`src/rtl/seg_scan.sv`:
```
// Six-digit multiplexed 7-segment scanner with per-slot blanking and per-frame input snapshot.
// Optional dimming (bright input plus free-running pwm counter) is enabled by defining SEG_SCAN_DIM_EN.
module seg_scan #(
  parameter int CLK_DIV      = 50000,
  parameter int BLANK_CYCLES = 16
) (
  input  logic       clock,
  input  logic       resetn,
  input  logic       enable,
  input  logic [6:0] seg0,
  input  logic [6:0] seg1,
  input  logic [6:0] seg2,
  input  logic [6:0] seg3,
  input  logic [6:0] seg4,
  input  logic [6:0] seg5,
`ifdef SEG_SCAN_DIM_EN
  input  logic [2:0] bright,
`endif
  output logic [6:0] seg_out,
  output logic [5:0] dig_an,
  output logic       frame_done
);

  typedef enum logic [1:0] {IDLE, BLANK, SHOW} state_t;

  localparam logic [19:0] SLOT_LAST = 20'(CLK_DIV - 1);
  localparam logic [19:0] SHOW_AT   = 20'(BLANK_CYCLES);

  state_t      state, state_nx;
  logic [2:0]  digit, digit_nx;
  logic [19:0] cnt, cnt_nx;
  logic        snap_take;
  logic        wrap;
  logic        lit;
  logic [6:0]  snap   [6];
  logic [6:0]  seg_in [6];

  assign seg_in[0] = seg0;
  assign seg_in[1] = seg1;
  assign seg_in[2] = seg2;
  assign seg_in[3] = seg3;
  assign seg_in[4] = seg4;
  assign seg_in[5] = seg5;

  // The counter runs over the whole slot; the first BLANK_CYCLES counts are dead time.
  always_comb begin
    state_nx  = state;
    digit_nx  = digit;
    cnt_nx    = cnt;
    snap_take = 1'b0;
    wrap      = 1'b0;
    if (!enable) begin
      state_nx = IDLE;
      digit_nx = 3'd0;
      cnt_nx   = 20'd0;
    end else if (state == IDLE) begin
      state_nx  = BLANK;
      digit_nx  = 3'd0;
      cnt_nx    = 20'd0;
      snap_take = 1'b1;
    end else if (cnt == SLOT_LAST) begin
      state_nx = BLANK;
      cnt_nx   = 20'd0;
      if (digit == 3'd5) begin
        digit_nx  = 3'd0;
        snap_take = 1'b1;
        wrap      = 1'b1;
      end else begin
        digit_nx = digit + 3'd1;
      end
    end else begin
      cnt_nx   = cnt + 20'd1;
      state_nx = (cnt_nx < SHOW_AT) ? BLANK : SHOW;
    end
  end

`ifdef SEG_SCAN_DIM_EN
  logic [2:0] pwm;
  logic [2:0] bright_q;
  logic [2:0] pwm_nx;

  assign pwm_nx = pwm + 3'd1;
  assign lit    = (state_nx == SHOW) && (pwm_nx <= bright_q);

  // Brightness is latched together with the segment snapshot so a frame never changes level midway.
  always_ff @(posedge clock or negedge resetn) begin
    if (!resetn) begin
      pwm      <= 3'd0;
      bright_q <= 3'd7;
    end else begin
      pwm <= pwm_nx;
      if (snap_take) begin
        bright_q <= bright;
      end
    end
  end
`else
  assign lit = (state_nx == SHOW);
`endif

  // Outputs are registered from the next-state values so they describe the slot entered at this edge.
  always_ff @(posedge clock or negedge resetn) begin
    if (!resetn) begin
      state      <= IDLE;
      digit      <= 3'd0;
      cnt        <= 20'd0;
      seg_out    <= 7'h7F;
      dig_an     <= 6'h3F;
      frame_done <= 1'b0;
      for (int i = 0; i < 6; i++) begin
        snap[i] <= 7'h7F;
      end
    end else begin
      state      <= state_nx;
      digit      <= digit_nx;
      cnt        <= cnt_nx;
      frame_done <= wrap;
      if (snap_take) begin
        for (int i = 0; i < 6; i++) begin
          snap[i] <= seg_in[i];
        end
      end
      if (lit) begin
        seg_out <= snap[digit_nx];
        dig_an  <= ~(6'b000001 << digit_nx);
      end else begin
        seg_out <= 7'h7F;
        dig_an  <= 6'h3F;
      end
    end
  end

endmodule

```
`config.mk`:
```
export PLATFORM = sky130hd
export DESIGN_NAME = seg_scan
export DESIGN_NICKNAME = d
export VERILOG_FILES = /design/src/rtl/seg_scan.sv
export SDC_FILE = /design/constraint.sdc
export NUM_CORES = 1
export LEC_CHECK = 0
export BUFFER_PORTS_ARGS = -buffer_cell sky130_fd_sc_hd__buf_2
export CAP_MARGIN = 0
export CORE_UTILIZATION = 55
export DETAILED_ROUTE_END_ITERATION = 10
export GPL_TIMING_DRIVEN = 0
export PLACE_DENSITY = 0.74
export SLEW_MARGIN = 20
export SYNTH_ARGS = -nofsm -noshare
export SYNTH_HDL_FRONTEND = slang
export SYNTH_SLANG_ARGS = --single-unit
```
`constraint.sdc`:
```
create_clock -name clock -period 6.7 [get_ports clock]
set_input_delay 0.335 -clock clock [delete_from_list [all_inputs] [get_ports clock]]
set_output_delay 0.335 -clock clock [all_outputs]
set_load 0.05 [all_outputs]
```
# --- Word-level counts from Yosys, hierarchy flattened ---
# Index checks and enable logic that the tools add are counted.
# Widths: inputs -> output; s select.
classes:
  addsub: 2
  n_mul: 0
  div: 0
  magnitude_cmp: 2
  eq_ne: 3
  shifts: 1
  mux: 22
  bitwise: 2
  reduce_logical: 1
op_table:
  columns: ["cell", "count"]
  rows:
  - ["$mux 20", 3]
  - ["$bmux 7 s3", 1]
  - ["$mux 7", 3]
  - ["$add 20x1->20 const B", 1]
  - ["$eq 20x16->1 const B", 1]
  - ["$lt 20x5->1 const B", 1]
  - ["$mux 3", 4]
  - ["$mux 2", 4]
  - ["$mux 1", 6]
  - ["$mux 6", 1]
  - ["$not 6->6", 1]
  - ["$shl 1x3->6 const A", 1]
  - ["$ge 4x4->1 const B", 1]
  - ["$not 3->4", 1]
  - ["$add 3x1->3 const B", 1]
  - ["$eq 3x3->1 const B", 1]
  - ["$eq 2x2->1 const B", 1]
  - ["$logic_not 2->1", 1]
word_totals:
  reg_bits: 81
  latch_bits: 0
  ramBits: 0
  rom_bits: 0
  output_inout_bits: 14
  n_memories: 0

# --- Depth between registers and ports, before layout ---
depth:
  word_depth: 10
  mapped_depth: 10
  depth_no_buf: 7

# --- Worst setup path before layout ---
# Ideal clock, no wire load.
synth_timing:
  path_kind: "reg-to-reg"
  from: "register cnt[0]"
  to: "register dig_an[3]"
  t_arrival_ps: 2253
  t_required_ps: 6632
  slack_ps: 4379
  path_stages_with_launch: 10
  path_buffers: 2
  period_less_slack_ps: 2321
  path_cell_list: "dfrtp_1 -> ha_1 -> nand4_2 -> o31ai_2 -> o2111ai_1 -> mux2_2 -> or4_1 -> buf_2 -> buf_6 -> nand4_2"
synth_via:
  elab_chain_len: 8
  word_cells_on_any_way: 14
  classes_between: "1 x add/sub; 1 x order compare; 2 x eq/ne; 1 x shift; 8 x mux; 1 x bitwise"
synth_rtl:
  columns: ["item", "line_no", "text"]
  rows:
  - ["start, declared", "31", "logic [19:0] cnt, cnt_nx;"]
  - ["start signal, assigned", "116", "cnt <= cnt_nx;"]
  - ["$add 20x1->20", "72", "cnt_nx = cnt + 20'd1;"]
  - ["$lt 20x5->1", "73", "state_nx = (cnt_nx < SHOW_AT) ? BLANK : SHOW;"]
  - ["$mux 2", "73", null]
  - ["$mux 2", "61", "end else if (cnt == SLOT_LAST) begin"]
  - ["$mux 2", "56", "end else if (state == IDLE) begin"]
  - ["$mux 2", "52", "if (!enable) begin"]
  - ["$eq 2x2->1", "98", "assign lit = (state_nx == SHOW);"]
  - ["$mux 6 *", "123", "if (lit) begin"]
  - ["end signal, assigned", "125", "dig_an <= ~(6'b000001 << digit_nx);"]
  - ["end, declared", "20", "output logic [5:0] dig_an,"]
# Mark *: on every way between the ends. The rest lies on a longest branch, timed or not.
# A chain may end at the register's enable or synchronous reset.

# --- Final worst setup path ---
layout_timing:
  from: "register cnt[0]"
  to: "register seg_out[2]"
layout_via:
  elab_chain_len: 9
  word_cells_on_any_way: 16
  classes_between: "1 x add/sub; 1 x order compare; 2 x eq/ne; 11 x mux; 1 x bitwise"
layout_rtl:
  columns: ["item", "line_no", "text"]
  rows:
  - ["parallel branches: the longest is 8 deep, another holds $add 20x1->20", null, null]
  - ["$mux 7 *", "123", null]
  - ["end signal, assigned", "124", "seg_out <= snap[digit_nx];"]
  - ["end, declared", "19", "output logic [6:0] seg_out,"]
# Every way passes the cells marked *. The select of a mux whose other input is x is not followed.

==> impl_metrics.json <==
{
  "status": "completed",
  "fmax_ghz": 0.342,
  "finalSetupViolCount": 0,
  "yosysSeqAreaShare_pct": 47.5,
  "slew_viol_final": 0,
  "async_flop_share_pct": 100,
  "dpl.hpwl_um": 7400,
  "min_period_ps": 2920,
  "nNetsFinal": 548,
  "diodes": 0,
  "synth.distinct_cells": 49,
  "slowest_stage": "o21ai_1",
  "yosysTopAreaCell": "dfstp_2",
  "ctsResizeCount": 0,
  "slew_headroom_pct": 48.9,
  "globalRouteTotalUtil_pct": 25.6,
  "path_clk_slew_ps": 90,
  "hold_viol_final": 0,
  "rsz0062_at_grt": "false",
  "vias_per_cell": 5.88,
  "rows": 32,
  "ys_warn_count": 0,
  "cp_num_buf_inv": 2,
  "core_mm2": 0.00773,
  "start_util_pct": 57.0,
  "drive_gt1_share_pct": 38.3,
  "syn_to_final_growth_pct": 14.7,
  "die_h_um": 91.5,
  "routedWlPerCell_um": 16.6,
  "cp_data_arrival_time_ps": 3210,
  "numCtsBuffers": 9,
  "port_buffers": 58,
  "grt_max_degree": 42,
  "synthesis.area_mm2": 0.00441,
  "synth.ff_latch_count": 81,
  "power.density_mw_per_mm2": 205,
  "dr.pass1.iters": 4,
  "top_level_ports": 59,
  "slowest_delay_ps": 440,
  "final_common_cell": "buf_2",
  "grt_remaining_overflow": 0,
  "cp-end-kind": "flop",
  "ys_top_cells_by_area": "dfstp_2 33%, dfrtp_1 15%, mux2_2 11%",
  "totalNegativeSetupSlack_ps": 0,
  "fin_area_mm2": 0.00505,
  "crit_family": "simple AND/OR/NAND/NOR gates",
  "cts_tree": "done",
  "drc_errors": 0,
  "holdCritPathClass": "in -> reg",
  "die_area_mm2": 0.00838,
  "worst_pin_slew_ps": 762,
  "synth.top_cell.area_share_pct": 32.8,
  "syn_inst": 431,
  "final_cell_mix": "68 x buf_2, 55 x dfstp_2, 43 x mux2_2",
  "antenna_left": 0,
  "cts_root_buffer": "clkbuf_8",
  "wirelength_um": 10100,
  "drt_iter0_markers": 177,
  "cp_max_fo": 10,
  "clk_latency_ps": 350,
  "cts_buffer_depth": 2,
  "start_kind": "flop",
  "place.gp.congestion": 0.839,
  "placed_cell_area_mm2": 0.00485,
  "h-tree-depth": 3,
  "ir_drop_mv": 0.166,
  "worst_clock_skew_ps": 14.3,
  "fp.dieW_um": 91.5,
  "path_class": "reg -> reg",
  "cts_sinks": 81,
  "required_ps": 6990,
  "antenna_found_initial": 0,
  "post_synth.cell_area_avg_um2": 10.2,
  "first_global_vias": 3471,
  "maxCapViolCount": 0,
  "leakagePower_nw": 2.00,
  "syn_nets": 477,
  "synth_flop_cell": "dfstp_2",
  "num_vias": 3582,
  "synth-edff-count": 0,
  "grt_pass1_wl_um": 16700,
  "worstPathCellList": "ha_1, and3_1, and3_1, clkbuf_1, clkbuf_1, nand4_1, o21ai_1, a211oi_1, nand4_1",
  "timing.final.crit_share_pct": 43.6
}
[state kept, by name (all words and copies together), names as in the netlist]
register	flops
state	2
seg_out	7
dig_an	6
cnt	20
digit	3
frame_done	1
snap	42
[kinds of logic (layout without fill, tap and decap cells)]
group	count (synthesis)	after routing	synth area share (%)
simple gates	171	171	22.0
flops	81	81	47.5
compound gates	68	68	10.6
buf+inv	47	123	4.57
mux	44	44	11.2
xor+xnor	19	19	3.78
fa+ha+maj	1	1	0.284
[metal layers]
layer,up-vias,track usage (%),share of wire (%)
li1,1717,-,-
met1,1730,33.8,44
met2,115,41.5,49
met3,20,4.02,4.1
met4,0,11.9,2.4
met5,-,0,0
[path summary, 6_finish.rpt]
check | from | end | slack, ps | depth (start not counted)
worst max-delay path | cnt[0] | seg_out[2] | 3780 | 9
worst min-delay path | seg3[2] | snap[16] | 210 | 2
worst max register to register | cnt[0] | seg_out[2] | 3780 | 9
worst min register to register | cnt[0] | cnt[0] | 510 | 1
max in group asynchronous | resetn | snap[33] | 5540 | 3
min in group asynchronous | resetn | cnt[9] | 480 | 2
[worst reg2reg max path: stages, from the launching register on]
cell	delay, ps
dfrtp_1	400
ha_1	310
and3_1	300
and3_1	190
clkbuf_1	290
clkbuf_1	400
nand4_1	140
o21ai_1	440
a211oi_1	240
nand4_1	170
[synthesized netlist by cell type (all sizes together) (2+ instances only)]
cell type / number
nand4b: 8
nand2b: 8
nand3: 18
nor2b: 2
and2: 5
buf: 13
a21oi: 12
dfrtp: 26
and3: 6
a211oi: 15
a22o: 7
nor3b: 7
o21ai: 14
nor2: 37
inv: 13
xnor2: 14
nor3: 7
a211o: 2
and4: 4
o21a: 8
o211ai: 2
mux2: 43
or4: 4
nor4: 5
nand2: 25
clkbuf: 21
nand4: 29
xor2: 5
or3: 2
a311oi: 2
or2: 2
a21boi: 2
dfstp: 55
[area by class of cell]
| type | instances | area (µm²) |
|---|---|---|
| Fill cell | 668 | 2670 |
| Multi-Input combinational cell | 303 | 2110 |
| Sequential cell | 81 | 2100 |
| Timing Repair Buffer | 60 | 323 |
| Buffer | 34 | 153 |
| Clock buffer | 10 | 149 |
| Tap cell | 102 | 128 |
| Inverter | 13 | 48.8 |
| Clock inverter | 6 | 47.5 |
[per-stage QoR]
step           total power (W)  hold slack [ps]  setup WS, ps  std cells  utilization [%]
4_1_cts                0.00104              197          3830        609             65.4
6_report               0.00104              206          3780        609             65.4
2_1_floorplan         0.000647             39.4          4380        431                -
5_1_grt                0.00108              191          3530        609             65.4
3_5_place_dp          0.000695              347          3860        592             62.7
3_3_place_gp          0.000687              477          3900        591             62.5
[repair_timing]
action | CTS | global route
hold buffers | 1 | 0
buffers inserted | 0 | 0
hold endpoints to repair | 16 | 0
[power breakdown]
part | switching (W) | internal [W]
logic | 0.0000485 | 0.0000574
clock network | 0.000189 | 0.000161
registers | 0.0000250 | 0.000556
total | 0.000262 | 0.000774
No activity file was read; power rests on OpenSTA's default activity.
